--- config.mk ---
export PLATFORM = sky130hd
export DESIGN_NAME = avalon_st_downsizer_32to8
export DESIGN_NICKNAME = d
export VERILOG_FILES = /design/src/rtl/avalon_st_downsizer_pkg.sv /design/src/rtl/avalon_st_downsizer_32to8.sv
export SDC_FILE = /design/constraint.sdc
export NUM_CORES = 1
export LEC_CHECK = 0
export BUFFER_PORTS_ARGS = -buffer_cell sky130_fd_sc_hd__buf_2
export CAP_MARGIN = 20
export CORE_ASPECT_RATIO = 0.5
export CORE_MARGIN = 2
export CORE_UTILIZATION = 26
export DETAILED_ROUTE_END_ITERATION = 8
export PLACE_DENSITY = 0.45
export SLEW_MARGIN = 20
export SYNTH_ARGS = -nofsm -noshare
export SYNTH_HDL_FRONTEND = slang
export SYNTH_SLANG_ARGS = --single-unit
--- constraint.sdc ---
create_clock -name clk -period 2.6 [get_ports clk]
set_input_delay 0.78 -clock clk [delete_from_list [all_inputs] [get_ports clk]]
set_output_delay 0.78 -clock clk [all_outputs]
set_load 0.01 [all_outputs]
--- src/rtl/avalon_st_downsizer_pkg.sv ---
// Shared widths and the held-beat record for the 32-to-8 Avalon-ST downsizer.
package avalon_st_downsizer_pkg;

    localparam int SYMBOL_W   = 8;
    localparam int IN_SYMBOLS = 4;
    localparam int DATA_W     = SYMBOL_W * IN_SYMBOLS;
    localparam int CHANNEL_W  = 2;
    localparam int ERROR_W    = 6;
    localparam int EMPTY_W    = 2;
    localparam int IDX_W      = 2;
    localparam int PKT_CNT_W  = 16;

    typedef struct packed {
        logic [DATA_W-1:0]    data;
        logic [CHANNEL_W-1:0] channel;
        logic [ERROR_W-1:0]   error;
        logic                 sop;
        logic                 eop;
        logic [IDX_W-1:0]     last_idx;
    } st_beat_t;

    // Index of the final valid symbol; empty only counts on an EOP beat.
    function automatic logic [IDX_W-1:0] last_symbol_idx(input logic eop,
                                                         input logic [EMPTY_W-1:0] empty);
        logic [IDX_W-1:0] full_idx;
        full_idx = IDX_W'(IN_SYMBOLS - 1);
        return eop ? (full_idx - empty) : full_idx;
    endfunction

endpackage

--- src/rtl/avalon_st_downsizer_32to8.sv ---
// Splits 32-bit 4-symbol Avalon-ST beats into 8-bit beats, first symbol at [31:24].
// Optional AVALON_ST_DOWNSIZER_PKT_CNT_EN adds a 16-bit count of emitted packets.
module avalon_st_downsizer_32to8
    import avalon_st_downsizer_pkg::*;
(
    input  logic                 clk,
    input  logic                 reset_n,
    output logic                 in_ready,
    input  logic                 in_valid,
    input  logic [DATA_W-1:0]    in_data,
    input  logic [CHANNEL_W-1:0] in_channel,
    input  logic [ERROR_W-1:0]   in_error,
    input  logic                 in_startofpacket,
    input  logic                 in_endofpacket,
    input  logic [EMPTY_W-1:0]   in_empty,
    input  logic                 out_ready,
    output logic                 out_valid,
    output logic [SYMBOL_W-1:0]  out_data,
    output logic [CHANNEL_W-1:0] out_channel,
    output logic [ERROR_W-1:0]   out_error,
    output logic                 out_startofpacket,
    output logic                 out_endofpacket
`ifdef AVALON_ST_DOWNSIZER_PKT_CNT_EN
    ,
    output logic [PKT_CNT_W-1:0] out_pkt_count
`endif
);

    st_beat_t            hold_reg;
    logic                hold_valid_reg;
    logic [IDX_W-1:0]    idx_reg;
    logic                at_last;
    logic                in_accept;
    logic                out_xfer;
    logic [SYMBOL_W-1:0] symbols [IN_SYMBOLS];

    assign at_last   = (idx_reg == hold_reg.last_idx);
    // The next beat loads in the same cycle the last held symbol leaves.
    assign in_ready  = reset_n && (!hold_valid_reg || (out_ready && at_last));
    assign in_accept = in_valid && in_ready;
    assign out_xfer  = hold_valid_reg && out_ready;

    generate
        for (genvar gi = 0; gi < IN_SYMBOLS; gi++) begin : g_sym
            assign symbols[gi] = hold_reg.data[DATA_W-1-gi*SYMBOL_W -: SYMBOL_W];
        end
    endgenerate

    assign out_valid         = hold_valid_reg;
    assign out_data          = symbols[idx_reg];
    assign out_channel       = hold_reg.channel;
    assign out_error         = hold_reg.error;
    assign out_startofpacket = hold_reg.sop && (idx_reg == '0);
    assign out_endofpacket   = hold_reg.eop && at_last;

    always_ff @(posedge clk or negedge reset_n) begin
        if (!reset_n) begin
            hold_reg       <= '0;
            hold_valid_reg <= 1'b0;
            idx_reg        <= '0;
        end else begin
            if (in_accept) begin
                hold_reg.data     <= in_data;
                hold_reg.channel  <= in_channel;
                hold_reg.error    <= in_error;
                hold_reg.sop      <= in_startofpacket;
                hold_reg.eop      <= in_endofpacket;
                hold_reg.last_idx <= last_symbol_idx(in_endofpacket, in_empty);
            end
            if (out_xfer) begin
                if (at_last) begin
                    idx_reg        <= '0;
                    hold_valid_reg <= in_accept;
                end else begin
                    idx_reg <= idx_reg + IDX_W'(1);
                end
            end else if (!hold_valid_reg) begin
                hold_valid_reg <= in_accept;
            end
        end
    end

`ifdef AVALON_ST_DOWNSIZER_PKT_CNT_EN
    logic [PKT_CNT_W-1:0] pkt_count_reg;

    always_ff @(posedge clk or negedge reset_n) begin
        if (!reset_n) begin
            pkt_count_reg <= '0;
        end else if (out_xfer && out_endofpacket) begin
            pkt_count_reg <= pkt_count_reg + PKT_CNT_W'(1);
        end
    end

    assign out_pkt_count = pkt_count_reg;
`endif

endmodule

[After elaboration in Yosys (flattened, before gate mapping)]
Cells that the tools add are included.
Storage, ports and cells
  register bits after elaboration: 47
  input bits: 48
  output and inout port bits: 20
  word-level logic and storage cells: 31
Operators by class
  $add $sub $neg: 2
  $lt $le $gt $ge: 1
  eq/ne operators: 2
  mux-type cells: 8
  bitwise operators: 1
  reductions and logical operators: 9
Operator list (count)
  $bmux 8 s2: 1
  $mux 8: 2
  $logic_and 1x1->1: 6
  $mux 2: 2
  $ge 3x3->1 const B: 1
  $mux 1: 3
  $not 2->3: 1
  $add 2x1->2 const B: 1
  $eq 2x2->1: 1
  $logic_not 2->1: 1
  $ne 2x2->1 const B: 1
  $sub 2x2->2 const A: 1
  $logic_not 1->1: 1
  $logic_or 1x1->1: 1

[Logic depth before layout (Yosys ltp)]
  word-level depth: 7
  depth in mapped cells: 5
  gate-level depth less buffers: 4

[Worst setup path after synthesis]
Ideal clock, no wire load.
  path type: flip-flop to output port
  start point: reg idx_reg[0]
  end point: out out_data[0]
  arrival time: 1.198 ns
  setup slack: 0.622 ns
  cell stages (with the launch flop): 3
  path buffers: 1
  cell sequence: dfrtp_1 -> buf_2 -> mux4_2
On the way
  word-level cells in the longest chain between the ends: 4
RTL lines
  start, declared: line avalon_st_downsizer_32to8.sv:31  | logic [IDX_W-1:0] idx_reg;
  start signal, assigned: line avalon_st_downsizer_32to8.sv:75  | idx_reg <= idx_reg + IDX_W'(1);
  $not 2->3 (implied by the code): line avalon_st_downsizer_32to8.sv:50  | assign out_data = symbols[idx_reg];
  $bmux 8 s2: line avalon_st_downsizer_32to8.sv:50
  $mux 8 (implied by the code) (2 in series): line avalon_st_downsizer_32to8.sv:50
  end, declared: line avalon_st_downsizer_32to8.sv:18  | output logic [SYMBOL_W-1:0] out_data,
Every way passes these cells. The select of a mux whose other input is x is not followed.

[Worst setup path in the final report]
  start point: reg idx_reg[0]
  end point: out out_data[3]
Same word-level chain as after synthesis.

==> parameters.txt <==
Parameter                              Value

Run status
  Status    complete, no violations

Floorplanning
  Die width    ~140 um
  Die Y-Extent    between 70 and 80 um
  Core Box Area    roughly 0.0086 mm^2
  Starting Density    a little over a quarter
  Standard-cell rows    24
  Area of the die    about 0.0095 mm^2
  Top-level port count    68

CTS
  Post-CTS Hold Fix Bufs    0
  Clock Root Buffer    clkbuf_16
  # Post-CTS Setup Buffers    0
  Number of cells upsized or downsized after cts    0
  Clock buffer depth    2
  CTS clk-pin slew, worst paths    ~0.06 ns
  Count of H-tree levels built during CTS    2
  CTS tree    done
  CTS Buf Count    5
  # clock sinks    47
  Clock network latency to the later pin of the worst-skew pair    about 0.28 ns

Worst setup path
  Data arrival time of the worst path    between 1.5 and 2 ns
  List of cells traversed by the critical path    buf_4 -> mux4_2 -> buf_2
  Critical-path maximum fanout    9
  Worst path slowest cell    mux4_2
  WS Path Type    reg2out
  Crit. End Element    output port
  Startpoint type of the worst setup path    register
  Highest cell delay on the worst timing path    around 0.54 ns
  Required time reported for the critical path endpoint    roughly 1.8 ns

Global routing
  Global-route usage over all layers    10.2%
  Maximum number of pins on one net before global-route repair    37
  Wire length of the first global-routing pass    roughly 7.4 mm
  GR Overflow Total    0
  Number of antenna violations at the first check in global routing    0
  Via count of the first global-routing pass    1,410

Synth
  Cell area after synthesis    0.00227 mm^2
  Library cells used by synthesis    18
  Mean cell area of the mapped netlist    16.7 um^2
  Part of the Yosys area used for sequential elements    between 50% and 60%
  Synthesized instance count    136
  Synth warn    0
  #FFs+latches synth    47
  Post-synth net total    around 190

Detailed routing
  Detail-routed net length per standard cell    approximately 14 um
  DRT Wirelength    approximately 4.5 mm
  Routed vias/inst    about 4.1
  Drt first pass iters    2
  Detailed router's first-iteration violation count    35
  Total via count in the routed design    around 1.3k
  Residual DRC    0
  Antenna Nets Post-Route    0

Power and ir drop
  Share of power burned in combinational logic    a little over two fifths
  Switching Share    between 20% and 30%
  Areal power density over the cells    1230 mW/mm^2
  Worst ir drop on vdd    0.299 mV
  Net load switching power    just over 0.001 W
  Static leakage power    roughly 1.3 nW
  Share of power burned in registers    around 38%
  Part of the total power dissipated in the clock network    between 15 and 20%
  Internal power contribution    about 0.0024 W

STA
  Hold violation total from the final report    0
  Post-route clock skew    0.00219 ns
  Final-layout worst hold slack    0.488 ns
  Number of slew-limit violations in the final report    0
  Transition at the pin with the smallest max-transition slack    ~0.42 ns
  Final count of negative-setup-slack endpoints    0
  Unrepaired setup endpoints after global routing    false
  Tcrit/Tclk final    between 90% and 100%
  Final sum of negative setup slack    0 ns
  Rel. slew slack    ~72%
  Highest clock rate    0.414 GHz
  Final critical-path required period    around 2.4 ns

Final layout
  Relative area change from synthesis to final layout    24.5%
  Fraction of layout instances using a drive strength above 1    66.3%
  Area of all placed cells without fillers    0.00282 mm^2
  Max reg flops    32
  Final nets    about 250
  Diodes inserted    0

Min path
  Path class of the lowest-slack min-delay path    in2async

Place
  Global placement routability congestion    around 0.70
  HPWL after DPL    between 3 and 4 mm
  Post-DP Area    0.00268 mm^2
  Port Buffers    67

Job
  Maxcap violations    0
[cell usage in the layout, fill, tap and decap left out]
cell type  instances
a21oi_4            1
and2_1             2
and3_1             1
buf_12             1
buf_2             67
buf_4              5
clkbuf_16          5
clkbuf_8           1
clkinv_2           1
dfrtp_1           47
ha_1               1
inv_1              2
mux2_2             4
mux2_4            40
mux4_2             8
nand2_1           10
nand3_1            1
nand3_2            1
o21ai_0            2
xnor2_1            2
[critical path, delay by kind of cell, from the launching register on]
kind / cells / cell delay, ns
muxes: 1 / 0.54
DFF: 1 / 0.39
buffers and inverters: 2 / 0.41
[Yosys cell counts, drive strengths merged]
cell	n	share of area (%)
dfrtp	47	52
mux2	44	28
buf	13	5.5
nand2	10	1.7
mux4	8	8.0
and2	2	0.55
inv	2	0.33
nand3	2	0.66
o21ai	2	0.44
xnor2	2	0.77
a21oi	1	0.72
and3	1	0.28
clkbuf	1	0.17
ha	1	0.55
[logic make-up after synthesis]
logic type / synth area share, %
muxes: 36.4
DFF: 51.9
buffers and inverters: 6.02
and+or+nand+nor: 3.15
AOI/OAI and AO/OA: 1.16
xor gates and xnor gates: 0.773
adders and majority gates: 0.552
[path summary, 6_finish.rpt]
check	startpoint	end	slack [ns]	cells past startpoint
setup / recovery	idx_reg[0]	out_data[3]	0.19	3
hold / removal	reset_n	symbols[20]	0.49	2
setup reg to reg	idx_reg[1]	symbols[3]	0.73	5
hold reg to reg	hold_reg[3]	hold_reg[3]	0.50	1
max in group asynchronous	reset_n	symbols[14]	1.72	2
min in group clk	hold_reg[3]	hold_reg[3]	0.50	1
[metrics by stage]
stage	setup WS, ns	total power, W	instances	utilization [%]
after detailed placement	0.471	0.00287	312	31.2
after CTS	0.149	0.00353	319	32.8
after global placement	0.487	0.00284	312	31.2
final	0.187	0.00347	319	32.8
after floorplan	0.622	0.00252	136	-
after global routing	0.0815	0.00371	319	32.8
[final cells by class]
type	instances	area, um^2
Inverter	2	7.51
Multi-Input combinational cell	73	953
Timing Repair Buffer	73	393
Tap cell	117	146
Clock buffer	6	139
Fill cell	882	5770
Clock inverter	1	5.00
Sequential cell	47	1180
[power groups by stage]
stage	combinational, W	sequential [W]	clock (W)
2_1_floorplan	0.00125	0.00126	0
3_3_place_gp	0.00152	0.00132	0
3_5_place_dp	0.00154	0.00133	0
4_1_cts	0.00155	0.00133	0.000661
5_1_grt	0.00165	0.00137	0.000694
6_report	0.00152	0.00132	0.000634
[routing by layer]
| layer | global-route usage (%) | vias to the layer above | part of all wire (%) |
|---|---|---|---|
| met5 | 0 | - | 0 |
| li1 | - | 607 | - |
| met2 | 16.2 | 22 | 48 |
| met3 | 3.34 | 5 | 4.4 |
| met4 | 3.13 | 0 | 0.96 |
| met1 | 13.4 | 658 | 47 |
(Power assumes the default switching activity.)
